==> config.mk <==
export PLATFORM = sky130hd
export DESIGN_NAME = bin_to_bcd_seq
export DESIGN_NICKNAME = d
export VERILOG_FILES = /design/src/rtl/bin_to_bcd_seq_pkg.sv /design/src/rtl/bin_to_bcd_seq_bcd_digit_adjust.sv /design/src/rtl/bin_to_bcd_seq.sv
export SDC_FILE = /design/constraint.sdc
export NUM_CORES = 1
export LEC_CHECK = 0
export BUFFER_PORTS_ARGS = -buffer_cell sky130_fd_sc_hd__buf_2
export CAP_MARGIN = 20
export CORE_MARGIN = 4
export CORE_UTILIZATION = 45
export DETAILED_ROUTE_END_ITERATION = 8
export GPL_TIMING_DRIVEN = 1
export MAX_ROUTING_LAYER = met4
export PLACE_DENSITY = 0.65
export SYNTH_ARGS = -nofsm -noshare
export SYNTH_HDL_FRONTEND = slang
export SYNTH_SLANG_ARGS = --single-unit
==> constraint.sdc <==
create_clock -name clk -period 3.8 [get_ports clk]
set_clock_uncertainty 0.15 [all_clocks]
set_input_delay 0.57 -clock clk [delete_from_list [all_inputs] [get_ports clk]]
set_output_delay 0.57 -clock clk [all_outputs]
set_load 0.005 [all_outputs]
==> src/rtl/bin_to_bcd_seq_pkg.sv <==
// Shared definitions for the sequential binary-to-BCD converter.
// Holds the FSM state encoding and the decimal overflow limit helper.
package bin_to_bcd_seq_pkg;

    typedef enum logic {
        IDLE  = 1'b0,
        SHIFT = 1'b1
    } state_t;

    // Largest value representable in 'digits' decimal digits (10^digits - 1).
    function automatic longint unsigned bcd_limit(input int unsigned digits);
        longint unsigned v;
        v = 1;
        for (int unsigned i = 0; i < digits; i++) begin
            v = v * 10;
        end
        return v - 1;
    endfunction

endpackage

==> src/rtl/bin_to_bcd_seq_bcd_digit_adjust.sv <==
// Single-digit double-dabble correction: adds 3 when the digit is 5 or more.
// Purely combinational; one instance per BCD digit.
module bcd_digit_adjust
    import bin_to_bcd_seq_pkg::*;
(
    input  logic [3:0] digit_in,
    output logic [3:0] digit_out
);

    always_comb begin
        digit_out = digit_in;
        if (digit_in >= 4'd5) begin
            digit_out = digit_in + 4'd3;
        end
    end

endmodule

==> src/rtl/bin_to_bcd_seq.sv <==
// Sequential binary-to-packed-BCD converter (shift-and-add-3), one iteration per clock.
// The registered result only updates on the done edge, so the display never sees partial values.
module bin_to_bcd_seq
    import bin_to_bcd_seq_pkg::*;
#(
    parameter int BIN_W  = 8,
    parameter int DIGITS = 2
) (
    input  logic                  clk,
    input  logic                  resetn,
    input  logic                  start,
    input  logic [BIN_W-1:0]      bin,
    output logic                  busy,
    output logic                  done,
    output logic [4*DIGITS-1:0]   bcd,
    output logic                  ovf
);

    localparam int              BCD_W = 4 * DIGITS;
    localparam int              CNT_W = $clog2(BIN_W) + 1;
    localparam int              SR_W  = BCD_W + 1 + BIN_W;
    localparam longint unsigned LIMIT = bcd_limit(DIGITS);

    state_t             state, state_n;
    logic [CNT_W-1:0]   cnt, cnt_n;
    // {bcd_work[BCD_W:0], bin_shift[BIN_W-1:0]} kept as one shift register
    logic [SR_W-1:0]    shift_q, shift_n;
    logic               ovf_lat, ovf_lat_n;
    logic               busy_n, done_n, ovf_n;
    logic [BCD_W-1:0]   bcd_n;
    logic [BCD_W:0]     adj;
    logic               last_iter;

    for (genvar g = 0; g < DIGITS; g++) begin : g_digit
        bcd_digit_adjust u_adj (
            .digit_in  (shift_q[BIN_W + 4*g +: 4]),
            .digit_out (adj[4*g +: 4])
        );
    end
    // Carry bit is not corrected, only shifted out and dropped.
    assign adj[BCD_W] = shift_q[SR_W-1];

    assign last_iter = (cnt == CNT_W'(BIN_W - 1));

    always_ff @(posedge clk or negedge resetn) begin
        if (!resetn) begin
            state   <= IDLE;
            cnt     <= '0;
            shift_q <= '0;
            ovf_lat <= 1'b0;
            busy    <= 1'b0;
            done    <= 1'b0;
            bcd     <= '0;
            ovf     <= 1'b0;
        end else begin
            state   <= state_n;
            cnt     <= cnt_n;
            shift_q <= shift_n;
            ovf_lat <= ovf_lat_n;
            busy    <= busy_n;
            done    <= done_n;
            bcd     <= bcd_n;
            ovf     <= ovf_n;
        end
    end

    always_comb begin
        state_n   = state;
        cnt_n     = cnt;
        shift_n   = shift_q;
        ovf_lat_n = ovf_lat;
        busy_n    = busy;
        done_n    = 1'b0;
        bcd_n     = bcd;
        ovf_n     = ovf;
        case (state)
            IDLE: begin
                if (start) begin
                    shift_n   = {{(BCD_W + 1){1'b0}}, bin};
                    ovf_lat_n = (64'(bin) > LIMIT);
                    cnt_n     = '0;
                    busy_n    = 1'b1;
                    state_n   = SHIFT;
                end
            end
            SHIFT: begin
                shift_n = {adj, shift_q[BIN_W-1:0]} << 1;
                cnt_n   = cnt + 1'b1;
                if (last_iter) begin
                    state_n = IDLE;
                    busy_n  = 1'b0;
                    done_n  = 1'b1;
                    ovf_n   = ovf_lat;
                    bcd_n   = ovf_lat ? {DIGITS{4'h9}} : shift_n[BIN_W +: BCD_W];
                end
            end
            default: state_n = IDLE;
        endcase
    end

endmodule

==> summary.txt <==
Max stage delay on crit path -> 0.69 ns
CP max FO -> 21
Post_cts resized -> 0
Worst EP required -> 3.86 ns
1st-pass router iterations -> 4
Post-Syn Area -> 1540 um2
Seq/Total Area, Yosys -> 53.7%
Hold Path Class -> in2async
Iter 0 DRT Violations -> 92
Fillers -> 293
Status -> complete, no violations
Synthesized instance count -> 143
Post-synth ARST share -> 100%
Depth of the CTS H-tree -> 2
Util after Layout -> 54.9%
Vias in the first global route -> 1112
Setup WS post-layout -> 1.86 ns
IO Count -> 22
Syn avg cell area -> 10.8 um2
R2r worst-path depth -> 4
Worst-Margin Slew -> 0.700 ns
Post-DP HPWL -> 2110 um
CP delay by family, top -> flip-flops
IO buf count -> 21
Max-slew violation count -> 0
Total setup buffers inserted after CTS -> 0
Relative slew slack -> 53.3%
Area of the multi-input gates -> 661 um2
DRC -> 0
Power, Total -> 1.44 mW
Levels on crit path -> 4
R2R Setup Slk -> 1.86 ns
ANT nets after route -> 0
Crit. End Element -> register
Final period utilization -> 50.9%
Cell Pwr Density -> 831 nW/um2
Worst Path Arrival -> 2.00 ns
Antenna cells -> 0
Top_reg_cell synth -> dfrtp_1
First-pass GRT wire length -> 4950 um
GRT Util Overall -> 15.6%
Commonest non-fill, non-tap cell in the layout -> dfrtp_1
CP bufs+invs -> 1
Root buffer cell -> clkbuf_4
CTS buffer count -> 5
Slowest CP cell -> dfrtp_1
YS warnings -> 0
Crit path time final -> 1.94 ns
CTS tree -> built
Synthesis-to-layout area growth -> 12.5%
CP startpoint kind -> register
Commonest cells after routing, fill and taps aside -> dfrtp_1 (33), buf_2 (21), nand2_1 (18)
MaxCap Viol Count -> 0
Initial core utilization -> 48.8%
Hold_buf cts -> 0
Core Rows -> 20
Worst skew pair latency -> 0.33 ns
CTS clk-pin slew, worst paths -> 0.10 ns
Final Cell Area -> 1730 um2
Pleak -> 0.846 nW
Dpl cell area -> 1680 um2
Unique masters post-synth -> 29
Worst-case clock buffer depth -> 2
Crit-path cells -> buf_4 -> nand4b_4 -> a2111oi_2 -> nor2_1
Peak supply drop -> 0.000276 V
Post-Route WL -> 2820 um
Die Area -> 4420 um2
Nets@finish -> 182
Initial antenna violation count -> 0
Setup_tns -> 0 ns
Critical path class -> reg2reg
DIE HEIGHT -> 66.5 um
FMAX -> 0.517 GHz
Vias per cell -> 5.23
WL per Instance -> 13.4 um
Post-placement setup slack -> 1.86 ns
Core area -> 3150 um2
Share of cells above drive strength 1 -> 20.5%
Syn nets -> 159
RSZ-0062 raised after global routing -> false
Die W -> 66.5 um
Post-synth EDFFs -> 0
Via count -> 1098
Synthesized flop and latch total -> 33
Final Hold Vio Count -> 0
Register area -> 826 um2
Largest net degree at the start of global routing -> 34
Routability cong. -> 0.825
Clk sinks -> 33
Grt total ovfl -> 0
Final setup fails -> 0
## stage by stage
step | hold WS (ns) | cells
final | 0.128 | 210
after global routing | 0.177 | 210
after CTS | 0.144 | 210
after detailed placement | 0.318 | 203
after global placement | 0.314 | 203
after floorplan | 0.124 | 143
## area by class of cell
class	count	area share [%]
sequential	33	47.7
multi-input combinational	98	38.2
timing repair buffer	22	6.50
clock buffer	7	3.18
tap	44	3.18
inverter	6	1.30
## worst paths after layout
kind,startpoint,to
min in group clk,bin[0],shift_q[0]$_DFFE_PN0P_
setup / recovery,state$_DFF_PN0_,bcd[7]$_DFFE_PN0P_
hold reg to reg,ovf$_DFFE_PN0P_,ovf$_DFFE_PN0P_
setup reg to reg,state$_DFF_PN0_,bcd[7]$_DFFE_PN0P_
hold / removal,resetn,state$_DFF_PN0_
max in group asynchronous,resetn,shift_q[14]$_DFFE_PN0P_
## worst reg2reg max path, cell delays in order (launching register included)
cell	delay (ns)
dfrtp_1	0.69
buf_4	0.33
nand4b_4	0.21
a2111oi_2	0.37
nor2_1	0.07
## cell families after synthesis
group | synth area share [%]
adders and majority gates | 4.07
and+or+nand+nor | 13.7
buffers and inverters | 3.41
muxes | 7.15
xor gates and xnor gates | 2.28
AOI/OAI and AO/OA | 15.7
DFF | 53.7
## power by group
part	internal (mW)	leakage [nW]	total, mW	switching, mW
combinational	0.293	0.403	0.592	0.299
sequential	0.508	0.411	0.651	0.143
clock	0.0872	0.0314	0.195	0.108
## metal layers
metal  vias up  global-route usage [%]  share of wire (%)
met5         -                       -                  0
met4         0                    5.33                1.4
met3         6                    5.56                5.9
met2        29                    25.0                 46
met1       517                    18.0                 46
li1        546                       -                  -
## flip-flops by register name, summed over array words and instances (netlist names)
register,cells
bcd,8
busy,1
cnt,4
done,1
ovf,1
ovf_lat,1
shift_q,16
state,1
## synth_stat cells, drive strengths merged, types with 2 or more instances
cell    number  share of area, %
xnor2        3               1.7
nand2       18               4.4
a21oi        9               3.4
dfrtp       33                54
a31oi        2              0.81
a21o         3               1.5
a22o         6               3.4
mux2i       11               7.2
ha           5               4.1
nor3b        3               1.5
nand2b       4               1.6
nor3         2              0.65
o21ai       10               3.3
clkbuf       2              0.49
nor2        13               3.3
inv          5               1.2
buf          4               1.5
a32o         2               1.3
(Power assumes the default switching activity.)
